$ cat src/rtl/ahb_console_fifo.sv
// ============================================================================
// Module      : ahb_console_fifo
// Description : AHB-Lite console slave with a byte TX FIFO drained over a
//               valid/ready stream, status/control, sticky exit request.
// Revision    : 1.0 - initial release
// ============================================================================
`default_nettype none

module ahb_console_fifo #(
   parameter int ADDR_WIDTH  = 12,
   parameter int FIFO_AW     = 4,
   parameter int WAIT_STATES = 0
) (
   input  logic                  HCLK,
   input  logic                  HRESETn,
   input  logic                  HSEL,
   input  logic [ADDR_WIDTH-1:0] HADDR,
   input  logic [1:0]            HTRANS,
   input  logic                  HWRITE,
   input  logic [2:0]            HSIZE,
   input  logic [31:0]           HWDATA,
   input  logic                  HREADY,
   output logic [31:0]           HRDATA,
   output logic                  HREADYOUT,
   output logic                  HRESP,
   output logic                  tty_valid,
   output logic [7:0]            tty_data,
   input  logic                  tty_ready,
   output logic                  stop_req,
   output logic [7:0]            stop_code
);

   localparam int              c_DEPTH      = 2 ** FIFO_AW;
   localparam logic [FIFO_AW:0] c_FULL_LEVEL = {1'b1, {FIFO_AW{1'b0}}};
   localparam bit              c_HAS_WAIT   = (WAIT_STATES > 0);
   localparam logic [3:0]      c_WAIT_LAST  = 4'((WAIT_STATES > 0) ? WAIT_STATES - 1 : 0);

   localparam logic [1:0] c_OFS_DATA   = 2'd0;
   localparam logic [1:0] c_OFS_STATUS = 2'd1;
   localparam logic [1:0] c_OFS_CTRL   = 2'd2;
   localparam logic [1:0] c_OFS_EXIT   = 2'd3;

   typedef enum logic [2:0] {
      S_IDLE  = 3'd0,
      S_WAIT  = 3'd1,
      S_STALL = 3'd2,
      S_ERR1  = 3'd3,
      S_ERR2  = 3'd4
   } state_t;

   state_t r_state;
   state_t w_state_next;

   logic             r_dp_valid;
   logic             r_dp_write;
   logic [1:0]       r_dp_offset;
   logic [3:0]       r_wait_cnt;
   logic [FIFO_AW:0] r_wr_ptr;
   logic [FIFO_AW:0] r_rd_ptr;
   logic             r_ovf;
   logic             r_drop;
   logic             r_stop_req;
   logic [7:0]       r_stop_code;
   logic [7:0]       r_mem [c_DEPTH];

   logic [FIFO_AW:0] w_level;
   logic [7:0]       w_level_8;
   logic             w_full;
   logic             w_empty;
   logic             w_pop;
   logic             w_accept;
   logic             w_addr_ok;
   logic             w_active;
   logic             w_data_wr;
   logic             w_blocked;
   logic             w_do;
   logic             w_push;
   logic             w_drop_hit;
   logic             w_take;
   logic             w_unused_bits;

   assign w_level   = r_wr_ptr - r_rd_ptr;
   assign w_level_8 = 8'(w_level);
   assign w_full    = (w_level == c_FULL_LEVEL);
   assign w_empty   = (w_level == '0);
   assign w_pop     = !w_empty && tty_ready;

   assign w_accept  = HSEL && HREADY && HTRANS[1];
   assign w_addr_ok = ~|HADDR[ADDR_WIDTH-1:4];

   // A latched data phase executes in IDLE (after any wait states) or retries in STALL.
   assign w_active   = r_dp_valid && ((r_state == S_IDLE) || (r_state == S_STALL));
   assign w_data_wr  = w_active && r_dp_write && (r_dp_offset == c_OFS_DATA);
   assign w_blocked  = w_data_wr && w_full && !w_pop && !r_drop;
   assign w_do       = w_active && !w_blocked;
   assign w_push     = w_data_wr && !w_blocked && (!w_full || w_pop);
   assign w_drop_hit = w_data_wr && w_full && !w_pop && r_drop;

   assign tty_valid = !w_empty;
   assign tty_data  = r_mem[r_rd_ptr[FIFO_AW-1:0]];
   assign stop_req  = r_stop_req;
   assign stop_code = r_stop_code;

   assign w_unused_bits = ^{HSIZE, HADDR[1:0], HTRANS[0], HWDATA[31:10], HWDATA[8]};

   always_ff @(posedge HCLK or negedge HRESETn) begin
      if (!HRESETn) begin
         r_state <= S_IDLE;
      end else begin
         r_state <= w_state_next;
      end
   end

   always_comb begin
      w_state_next = r_state;
      HREADYOUT    = 1'b1;
      HRESP        = 1'b0;
      w_take       = 1'b0;
      case (r_state)
         S_IDLE, S_STALL: begin
            if (w_blocked) begin
               HREADYOUT    = 1'b0;
               w_state_next = S_STALL;
            end else begin
               w_take = 1'b1;
            end
         end
         S_WAIT: begin
            HREADYOUT = 1'b0;
            if (r_wait_cnt == c_WAIT_LAST) begin
               w_state_next = S_IDLE;
            end
         end
         S_ERR1: begin
            HREADYOUT    = 1'b0;
            HRESP        = 1'b1;
            w_state_next = S_ERR2;
         end
         S_ERR2: begin
            HRESP  = 1'b1;
            w_take = 1'b1;
         end
         default: begin
            w_state_next = S_IDLE;
         end
      endcase
      // Any cycle with HREADYOUT high may start the next transfer.
      if (w_take) begin
         if (w_accept && !w_addr_ok) begin
            w_state_next = S_ERR1;
         end else if (w_accept && c_HAS_WAIT) begin
            w_state_next = S_WAIT;
         end else begin
            w_state_next = S_IDLE;
         end
      end
   end

   always_comb begin
      HRDATA = 32'd0;
      if (w_do && !r_dp_write) begin
         case (r_dp_offset)
            c_OFS_STATUS: HRDATA = {22'd0, r_ovf, w_full, w_level_8};
            c_OFS_CTRL:   HRDATA = {31'd0, r_drop};
            c_OFS_EXIT:   HRDATA = {24'd0, r_stop_code};
            default:      HRDATA = 32'd0;
         endcase
      end
   end

   always_ff @(posedge HCLK or negedge HRESETn) begin
      if (!HRESETn) begin
         r_dp_valid  <= 1'b0;
         r_dp_write  <= 1'b0;
         r_dp_offset <= 2'd0;
         r_wait_cnt  <= 4'd0;
         r_wr_ptr    <= '0;
         r_rd_ptr    <= '0;
         r_ovf       <= 1'b0;
         r_drop      <= 1'b0;
         r_stop_req  <= 1'b0;
         r_stop_code <= 8'd0;
      end else begin
         if (w_take) begin
            r_dp_valid  <= w_accept && w_addr_ok;
            r_dp_write  <= HWRITE;
            r_dp_offset <= HADDR[3:2];
         end
         r_wait_cnt <= (r_state == S_WAIT) ? r_wait_cnt + 4'd1 : 4'd0;
         if (w_push) begin
            r_wr_ptr <= r_wr_ptr + 1'b1;
         end
         if (w_pop) begin
            r_rd_ptr <= r_rd_ptr + 1'b1;
         end
         if (w_drop_hit) begin
            r_ovf <= 1'b1;
         end
         if (w_do && r_dp_write) begin
            case (r_dp_offset)
               c_OFS_STATUS: if (HWDATA[9]) r_ovf <= 1'b0;
               c_OFS_CTRL:   r_drop <= HWDATA[0];
               c_OFS_EXIT: begin
                  r_stop_req  <= 1'b1;
                  r_stop_code <= HWDATA[7:0];
               end
               default: ;
            endcase
         end
      end
   end

   // Storage needs no reset: contents are only visible through the pointers.
   always_ff @(posedge HCLK) begin
      if (w_push) begin
         r_mem[r_wr_ptr[FIFO_AW-1:0]] <= HWDATA[7:0];
      end
   end

endmodule

`default_nettype wire

$ cat config.mk
export PLATFORM = sky130hd
export DESIGN_NAME = ahb_console_fifo
export DESIGN_NICKNAME = d
export VERILOG_FILES = /design/src/rtl/ahb_console_fifo.sv
export SDC_FILE = /design/constraint.sdc
export NUM_CORES = 1
export LEC_CHECK = 0
export BUFFER_PORTS_ARGS = -buffer_cell sky130_fd_sc_hd__buf_4
export CORE_MARGIN = 3
export CORE_UTILIZATION = 57
export CTS_CLUSTER_DIAMETER = 60
export DETAILED_ROUTE_END_ITERATION = 16
export PLACE_DENSITY = 0.9
export SLEW_MARGIN = 20
export SYNTH_ARGS = -nofsm -noshare
export SYNTH_HDL_FRONTEND = slang
export SYNTH_SLANG_ARGS = --single-unit
$ cat constraint.sdc
create_clock -name HCLK -period 3.65 [get_ports HCLK]
set_input_delay 0.73 -clock HCLK [delete_from_list [all_inputs] [get_ports HCLK]]
set_output_delay 0.73 -clock HCLK [all_outputs]
set_load 0.03 [all_outputs]
Word-level counts from Yosys, hierarchy flattened --
Memory sizes are Yosys's and may differ from the RTL's. Cells that the tools add are included.
Storage, ports and cells: register bits 32, latch bits 0, RAM bits 128, ROM bits 0, input port bits 55, output and inout bits 52, word-level logic and storage cells 82, memories 1
Memories:
- r_mem | depth 16, bits a word 8, read ports 1, clocked after memory_dff 0, write ports 1, RTL line 64 | logic [7:0] r_mem [c_DEPTH];
Operators by class: add/sub/neg operators 4, $mul 0, div/mod/pow operators 0, order comparisons 0, equality and inequality tests 11, shifts and indexed selects 0, multiplexer cells 18, bitwise gates (word level) 0, reduce and logical (&&, ||, !) cells 37
Operators with widths (number):
- $pmux W10 S3 | 1
- $logic_and A1 B1 Y1 | 17
- $pmux W3 S4 | 1
- $add A5 B1 Y5 const B | 2
- $mux W10 | 1
- $mux W3 | 3
- $mux W1 | 8
- $reduce_or A8 Y1 | 1
- $logic_not A1 Y1 | 7
- $eq A3 B2 Y1 const B | 2
- $ne A3 B3 Y1 const B | 2
- $reduce_or A2 Y1 | 3
- $eq A5 B5 Y1 const B | 1
- $logic_not A5 Y1 | 1
- $sub A5 B5 Y5 | 1
- $add A4 B1 Y4 const B | 1
- $eq A2 B2 Y1 const B | 2
- $logic_not A4 Y1 | 1
- $mux W4 | 1
- $pmux W1 S2 | 2
- $reduce_and A2 Y1 | 2
- $eq A3 B1 Y1 const B | 1
- $eq A3 B3 Y1 const B | 1
- $logic_not A3 Y1 | 1
- 6 further kinds | 7

Depth between registers and ports, before layout --
Gate-level depths: netlist of run 1.
depth in word-level cells 13, depth in mapped cells 11

Worst setup path after synthesis of run 1 --
OpenSTA, ideal clock, no wires.
path kind register -> output, start point register r_rd_ptr[2], end point output HRDATA[8], data arrival time 3.183 ns, data required time 2.920 ns, path slack -0.263 ns, cell stages (with the launch flop) 11, cells stage by stage dfrtp_1 buf_2 buf_2 buf_2 clkinv_1 ha_1 a21oi_1 and4_2 nor2_2 buf_6 nor4_1
Between the ends: longest elaborated chain between the ends 11, elaborated cells on any way between the ends 14, classes of those cells add/sub: 1; eq/ne: 1; mux: 2; reduce/logical: 10
RTL lines:
- start: declaration | RTL line 59 | logic [FIFO_AW:0] r_rd_ptr;
- start signal: assignment | RTL line 194 | r_rd_ptr <= r_rd_ptr + 1'b1;
- $sub A5 B5 Y5 (*) | RTL line 82 | assign w_level = r_wr_ptr - r_rd_ptr;
- $logic_not A5 Y1 | RTL line 85 | assign w_empty = (w_level == '0);
- $logic_not A1 Y1 | RTL line 86 | assign w_pop = !w_empty && tty_ready;
- $logic_and A1 B1 Y1 | RTL line 86
- $logic_not A1 Y1 | RTL line 94 | assign w_blocked = w_data_wr && w_full && !w_pop && !r_drop;
- $logic_and A1 B1 Y1 (2 in a row) | RTL line 94
- $logic_not A1 Y1 | RTL line 95 | assign w_do = w_active && !w_blocked;
- $logic_and A1 B1 Y1 | RTL line 95
- $logic_and A1 B1 Y1 | RTL line 161 | if (w_do && !r_dp_write) begin
- $mux W10 (*) | RTL line 161
- end: declaration | RTL line 23 | output logic [31:0] HRDATA,
Mark *: on every way between the ends. The rest lies on a longest branch, timed or not.

Final worst setup path of run 1 --
start point register r_wr_ptr[0], end point output HRDATA[8]
Between the ends: longest elaborated chain between the ends 11, elaborated cells on any way between the ends 14, classes of those cells add/sub: 1; eq/ne: 1; mux: 2; reduce/logical: 10
RTL lines:
- start: declaration | RTL line 58 | logic [FIFO_AW:0] r_wr_ptr;
- start signal: assignment | RTL line 191 | r_wr_ptr <= r_wr_ptr + 1'b1;
- $sub A5 B5 Y5 (*) | RTL line 82
- $logic_not A5 Y1 | RTL line 85
- $logic_not A1 Y1 | RTL line 86
- $logic_and A1 B1 Y1 | RTL line 86
- $logic_not A1 Y1 | RTL line 94
- $logic_and A1 B1 Y1 (2 in a row) | RTL line 94
- $logic_not A1 Y1 | RTL line 95
- $logic_and A1 B1 Y1 | RTL line 95
- $logic_and A1 B1 Y1 | RTL line 161
- $mux W10 (*) | RTL line 161
Marks and branches as above.

==> summary.txt, run 1 <==
Run status
  • Status: complete, no violations

GRT
  • All-Layer GR Usage: 21.6%
  • Largest net degree at the start of global routing: 36
  • First-pass GRT wire length: 22,500 um
  • Grt ovf: 0
  • Vias in the first global route: 4,161
  • Initial antenna violation count: 0

Finish
  • Syn-to-layout area delta: 14.8%
  • Final nets: 574
  • Fraction of layout cells with a size suffix above 1: 30.6%
  • Layout fillers: 800
  • Inserted Diodes: 0
  • Post-route cell area: 8130 um^2
  • Final Non-Filler Cells: 688
  • Fin util: 67.4%

Clock network
  • CTS sink count: 160
  • Post-CTS Hold Fix Bufs: 0
  • Root Driver: clkbuf_16
  • Clock transition at the registers of the reported paths: 0.06 ns
  • Clock latency at the later pin of the worst-skew pair: 0.42 ns
  • CTS buffer count: 17
  • CTS tree: built
  • Clk buf depth: 2
  • Clock H-tree levels: 4

Pwr
  • Sw Pwr: 1.72 mW
  • Static Leak: 3.07 nW
  • Clock power frac: 29.7%
  • Comb pwr share: 31.2%
  • Power Density: 659 nW/um^2
  • Max VDD drop: 402 uV
  • Internal power: 3.64 mW
  • Sw Share: 32.1%
  • Sequential power share: 39.1%

Worst setup path
  • CP arrival: 2.82 ns
  • Critical Path Fanout Max: 10
  • CP startpoint kind: flip-flop
  • Critical path endpoint category: output port
  • Worst EP required: 2.92 ns
  • Setup Crit Path Kind: flip-flop to output port

Floorplanning
  • Starting Density: 58.7%
  • Core area: 12,100 um^2
  • Die area: 13,800 um^2
  • Site Rows: 40
  • Die Ht: 117 um
  • # IOs: 107
  • Die W: 117 um

Yosys
  • Synth Warn #: 0
  • Yosys reg bits: 160
  • Most common cell in the netlist: edfxtp_1
  • Area leader, netlist: edfxtp_1
  • Post-synth ARST share: 20.0%
  • Mapped Area: 7080 um^2
  • Commonest cells in the netlist: 128 x edfxtp_1, 47 x nand2_1, 32 x dfrtp_1, 32 x mux4_2
  • EDFF count, synth: 128
  • Syn Area/Cell: 16.0 um^2
  • Seq/Total Area, Yosys: 65.6%
  • Main synth FF type: edfxtp_1
  • Synth unique cells: 57
  • Cell count after synthesis: 444
  • Post-synth top area share: 54.3%
  • Synth top area cells: edfxtp_1 54%, dfrtp_1 11%, mux4_2 10%

Routing
  • Pre-Repair DR Iteration Count: 5
  • Drt via density: 5.75
  • Detailed Route WL: 14,100 um
  • First DRT Iteration DRCs: 294
  • Wire per inst: 20.5 um
  • Via count: 3,956
  • Post-DRT Antenna Nets: 0
  • Residual DRC: 0

STA
  • Pins Over Slew Limit: 0
  • Final hold viol count: 0
  • Actual slew at the worst max-slew pin: 0.693 ns
  • FMAX: 282 MHz
  • Fin crit share: 97.2%
  • Max_slew headroom: 53.8%
  • Clk_skew: 0.00632 ns
  • Final setup violation count: 0
  • Period minus WS final: 3.55 ns

Place
  • DP Area: 7570 um^2
  • Placed cell count: 654
  • RD Place Congestion: 0.780
  • Port Buffer Count: 55
  • Hpwl dp: 9320 um

Job
  • MaxCap Viol Count: 0

Min path
  • Worst Hold Class: input pin to asynchronous set/reset pin
==> path summary, 6_finish.rpt <==
path / to / slack, ns / from / depth (start not counted)
min reg2reg: stop_req$_DFFE_PN0P_ / 0.48 / stop_req$_DFFE_PN0P_ / 1
min: r_wait_cnt[2]$_DFF_PN0_ / 0.25 / HRESETn / 1
max reg2reg: r_mem[3][6]$_DFFE_PP_ / 0.51 / r_wr_ptr[0]$_DFFE_PN0P_ / 9
max: HRDATA[8] / 0.10 / r_wr_ptr[0]$_DFFE_PN0P_ / 9
min in group HCLK: stop_req$_DFFE_PN0P_ / 0.48 / stop_req$_DFFE_PN0P_ / 1
max in group asynchronous: r_rd_ptr[3]$_DFFE_PN0P_ / 3.09 / HRESETn / 1
==> registers in the layout, indices dropped and copies added, names as in the netlist <==
signal / flops
r_rd_ptr: 5
stop_code: 8
r_dp_valid: 1
r_dp_offset: 2
r_wr_ptr: 5
r_mem: 128
r_wait_cnt: 4
stop_req: 1
r_drop: 1
r_dp_write: 1
r_state: 3
r_ovf: 1
==> cell families (layout without fill, tap and decap cells) <==
logic type      count (synthesis)  count (layout)  synth area share [%]
xor+xnor                       15              15                  2.23
simple gates                  130             130                  9.89
buf+inv                        49             104                  4.27
mux                            45              45                  12.3
fa+ha+maj                      12              12                  2.23
flops                         160             160                  65.6
compound gates                 32              32                  3.51
other cells                     1              22                0.0529
==> power by group through the flow <==
stage	Clock, mW	Combinational [mW]	Sequential (mW)
2_1_floorplan	0	1.27	2.08
3_3_place_gp	0	1.61	2.12
3_5_place_dp	0	1.65	2.12
4_1_cts	1.61	1.66	2.09
5_1_grt	1.68	1.79	2.10
6_report	1.59	1.67	2.09
==> metal layers <==
metal  up-vias  GRT usage, %  wire length (um)
li1       1766             -                 -
met1      1992          28.7              5640
met2       168          34.4              7150
met3        30          5.48               903
met4         0          9.45               440
met5         -             0                 0
==> cell type report <==
cell class,instances,area [um^2],share of cell area (%)
Sequential cell,160,4650,57.1
Multi-Input combinational cell,256,2240,27.5
Timing Repair Buffer,62,465,5.72
Clock buffer,20,437,5.37
Tap cell,168,210,2.58
Clock inverter,12,92.6,1.14
Inverter,10,40.0,0.492
==> critical path: stages (launching register included) <==
cell and delay, ns:
dfrtp_1 0.35, inv_1 0.10, ha_1 0.24, fa_2 0.55, and3b_2 0.18, and4_2 0.25, nor2_2 0.06, buf_4 0.20
nor4_4 0.27, buf_4 0.20
==> per-stage QoR <==
stage	power [mW]	hold slack [ns]	TNS (ns)	worst slack (ns)
floorplan	3.35	0.434	0	0.0740
global placement	3.73	0.461	0	0.299
detailed placement	3.78	0.462	0	0.238
CTS	5.36	0.243	0	0.0125
global route	5.57	0.260	-0.0150	-0.0150
finish	5.36	0.247	0	0.103
==> layout by cell type, fill, tap and decap left out, types with 4 or more instances in the layout <==
| master | instances |
|---|---|
| a21oi_1 | 5 |
| nand2_1 | 47 |
| nand3_1 | 4 |
| clkbuf_16 | 17 |
| clkinv_2 | 4 |
| nand2b_1 | 4 |
| conb_1 | 22 |
| nor2_1 | 19 |
| edfxtp_1 | 128 |
| xnor2_1 | 9 |
| inv_1 | 8 |
| and3_2 | 6 |
| ha_1 | 11 |
| buf_4 | 62 |
| clkinv_1 | 5 |
| mux4_2 | 32 |
| a31oi_1 | 8 |
| mux2_2 | 10 |
| and3_1 | 26 |
| dfrtp_1 | 29 |
==> timing repair <==
item,in CTS,in global routing
gates resized for setup,4,3
gates cloned,0,0
pin swaps,1,1
setup buffers,1,1
endpoints found under the setup margin,2,3
(Power assumes the default switching activity.)
==> inputs of run 2 (changes only) <==
- ABC_AREA: not set -> 1
- CORE_UTILIZATION: 57 -> 59
- CTS_BUF_LIST: not set -> sky130_fd_sc_hd__clkbuf_4
- PLACE_DENSITY: 0.9 -> 0.92
==> summary.txt, run 2 <==
Run status
  • Status: complete, no violations

Yosys
  • Syn Area/Cell: 11.1 um^2 (-30%)
  • Synth Warn #: 0 (unchanged)
  • Yosys reg bits: 160 (unchanged)
  • Synth top area cells: edfxtp_1 53%, dfrtp_1 11%, nor2_1 4.9%
  • Seq/Total Area, Yosys: 64.3% (-1.2 points)
  • Mapped Area: 7220 um^2 (+1.9%)
  • EDFF count, synth: 128 (unchanged)
  • Most common cell in the netlist: edfxtp_1
  • Main synth FF type: edfxtp_1
  • Synth unique cells: 35 (-39%)
  • Area leader, netlist: edfxtp_1
  • Cell count after synthesis: 650 (+46%)
  • Commonest cells in the netlist: 128 x edfxtp_1, 94 x nor2_1, 82 x nand2_1
  • Post-synth ARST share: 20.0% (unchanged)
  • Post-synth top area share: 53.2% (-1.0 points)

Routing
  • First DRT Iteration DRCs: 629 (+110%)
  • Drt via density: 6.01 (+4.5%)
  • Pre-Repair DR Iteration Count: 7 (+2)
  • Residual DRC: 0 (unchanged)
  • Wire per inst: 18.3 um (-11%)
  • Post-DRT Antenna Nets: 0 (unchanged)
  • Detailed Route WL: 16,100 um (+14%)
  • Via count: 5,290 (+34%)

Job
  • MaxCap Viol Count: 0 (unchanged)

GRT
  • Grt ovf: 0 (unchanged)
  • Vias in the first global route: 5,336 (+28%)
  • Largest net degree at the start of global routing: 68 (+89%)
  • First-pass GRT wire length: 25,300 um (+12%)
  • All-Layer GR Usage: 24.6% (+3.0 points)
  • Initial antenna violation count: 1 (+1)

Worst setup path
  • Launch point of the worst reg-to-reg path: r_wr_ptr[0]$_DFFE_PN0P_
  • Worst EP required: 2.92 ns (about the same)
  • R2R Path End: r_mem[6][0]$_DFFE_PP_
  • Worst Setup SP: r_wr_ptr[0]$_DFFE_PN0P_
  • Setup Crit Path Kind: flip-flop to output port
  • R2R setup slack: 0.87 ns (+0.36 ns)
  • CP startpoint kind: flip-flop
  • Worst Reg2Reg Path Length in Cells: 12 (+3)
  • CP arrival: 2.72 ns (-0.10 ns)
  • Crit path max-delay cell type: fa_2
  • CP most frequent cell: buf_4
  • Crit path cell chain: inv_1, ha_1, fa_2, nand4_4, nor2_4, buf_4, nand2_2, inv_2, nand2_1, nor2_1, buf_4
  • Critical path endpoint category: output port
  • Critical Path Fanout Max: 4 (-6)
  • Slowest cell delay on critical path: 0.58 ns (+0.03 ns)
  • Worst setup path endpoint: HRDATA[8]

Clock network
  • CTS sink count: 160 (unchanged)
  • CTS buffer count: 17 (unchanged)
  • Post-CTS Hold Fix Bufs: 0 (unchanged)
  • CTS tree: built
  • Clock latency at the later pin of the worst-skew pair: 0.53 ns (+0.11 ns)
  • Clk buf depth: 2 (unchanged)
  • Clock transition at the registers of the reported paths: 0.12 ns (+0.06 ns)
  • Clock H-tree levels: 4 (unchanged)
  • Root Driver: clkbuf_4

Finish
  • Max reg flops: 128 (unchanged)
  • Fin util: 68.8% (+1.4 points)
  • Layout fillers: 787 (-1.6%)
  • Fraction of layout cells with a size suffix above 1: 19.3% (-11 points)
  • Post-route cell area: 8060 um^2 (-0.88%)
  • Final Non-Filler Cells: 880 (+28%)
  • Final nets: 790 (+38%)
  • Leading cell types in the layout, fill and taps excluded: 128 x edfxtp_1, 94 x nor2_1, 82 x nand2_1, 80 x buf_4, 68 x o21ai_0
  • Syn-to-layout area delta: 11.7%
  • Commonest non-fill, non-tap cell in the layout: edfxtp_1

Place
  • Placed cell count: 844 (+29%)
  • DP Area: 7770 um^2 (+2.7%)
  • Hpwl dp: 10,600 um (+14%)
  • Port Buffer Count: 55 (unchanged)
  • RD Place Congestion: 0.813 (+4.1%)

STA
  • Max_slew headroom: 61.4% (+7.7 points)
  • Final hold viol count: 0 (unchanged)
  • Period minus WS final: 3.45 ns (-0.101 ns)
  • Final setup violation count: 0 (unchanged)
  • FMAX: 290 MHz (+2.9%)
  • Pins Over Slew Limit: 0 (unchanged)
  • Actual slew at the worst max-slew pin: 0.576 ns (-0.117 ns)
  • Hold Slack: 0.113 ns (-0.135 ns)
  • Clk_skew: 0.0153 ns (+0.00893 ns)
  • Fin crit share: 94.4% (-2.8 points)

Floorplanning
  • Site Rows: 39 (-2.5%)
  • Core area: 11,700 um^2 (-2.9%)
  • Starting Density: 61.7% (+2.9 points)
  • Die Ht: 117 um (-0.73%)
  • Die W: 117 um (-0.73%)
  • Die area: 13,600 um^2 (-1.5%)
  • # IOs: 107 (unchanged)

Pwr
  • Power Density: 602 nW/um^2 (-8.6%)
  • Static Leak: 3.13 nW (+2.0%)
  • Max VDD drop: 292 uV (-27%)
  • Tot Pwr: 4.86 mW (-9.4%)

Min path
  • Worst Hold Class: input pin to asynchronous set/reset pin
==> run 2: per-stage QoR <==
step	setup WS, ns	setup TNS [ns]
global placement	0.696	0
floorplan	0.688	0
finish	0.205	0
detailed placement	0.577	0
global route	-0.0208	-0.0208
CTS	0.0652	0
==> run 2: critical path, delay by kind of cell, from the launching register on <==
family / cells / cell delay, ns
buffers and inverters: 4 / 0.50
DFF: 1 / 0.37
adders and majority gates: 2 / 0.83
and+or+nand+nor: 5 / 0.48
==> run 2: cell type report <==
cell class | instances | area [um^2] | share of cell area, %
Antenna cell | 1 | 2.50 | 0.0310
Clock buffer | 18 | 135 | 1.68
Clock inverter | 14 | 116 | 1.44
Inverter | 45 | 169 | 2.09
Multi-Input combinational cell | 417 | 2190 | 27.2
Sequential cell | 160 | 4640 | 57.6
Tap cell | 143 | 179 | 2.22
Timing Repair Buffer | 82 | 623 | 7.73
==> run 2: logic make-up (layout without fill, tap and decap cells) <==
| group | count (synthesis) | count (layout) | share of synthesized area (%) |
|---|---|---|---|
| other cells | 1 | 23 | 0.0519 |
| simple gates | 265 | 265 | 17.1 |
| buf+inv | 94 | 159 | 6.55 |
| compound gates | 110 | 110 | 8.79 |
| fa+ha+maj | 12 | 12 | 2.18 |
| flops | 160 | 160 | 64.3 |
| xor+xnor | 8 | 8 | 0.970 |
==> run 2: routing by layer <==
layer | part of all wire (%) | wire length (um) | GRT usage [%] | vias to the layer above
li1 | - | - | - | 2388
met3 | 9.1 | 1460 | 6.17 | 44
met4 | 2.8 | 454 | 11.6 | 0
met5 | 0 | 0 | 0 | -
met1 | 37 | 5940 | 30.2 | 2540
met2 | 51 | 8220 | 41.0 | 318
==> run 2: what timing repair did <==
action                                  4_1_cts  5_1_grt
buffers inserted                              1        2
resized for setup                             1        3
pin swaps                                     0        1
endpoints found under the setup margin        8        8
==> run 2: worst min-delay path by stage <==
stage | end | slack [ns] | cells past startpoint
2_1_floorplan | r_dp_offset[0]$_DFFE_PN0P_ | 0.43 | 0
3_3_place_gp | stop_req$_DFFE_PN0P_ | 0.46 | 2
3_5_place_dp | stop_req$_DFFE_PN0P_ | 0.46 | 2
4_1_cts | r_wait_cnt[1]$_DFF_PN0_ | 0.08 | 1
5_1_grt | r_wait_cnt[3]$_DFF_PN0_ | 0.08 | 1
6_report | r_state[1]$_DFFE_PN0P_ | 0.11 | 1
==> run 2: power breakdown <==
part	total, mW	leakage [nW]	internal, mW	switching (mW)
registers	2.03	1.57	2.00	0.0295
clock network	0.927	0.127	0.341	0.586
logic	1.90	1.43	0.603	1.29
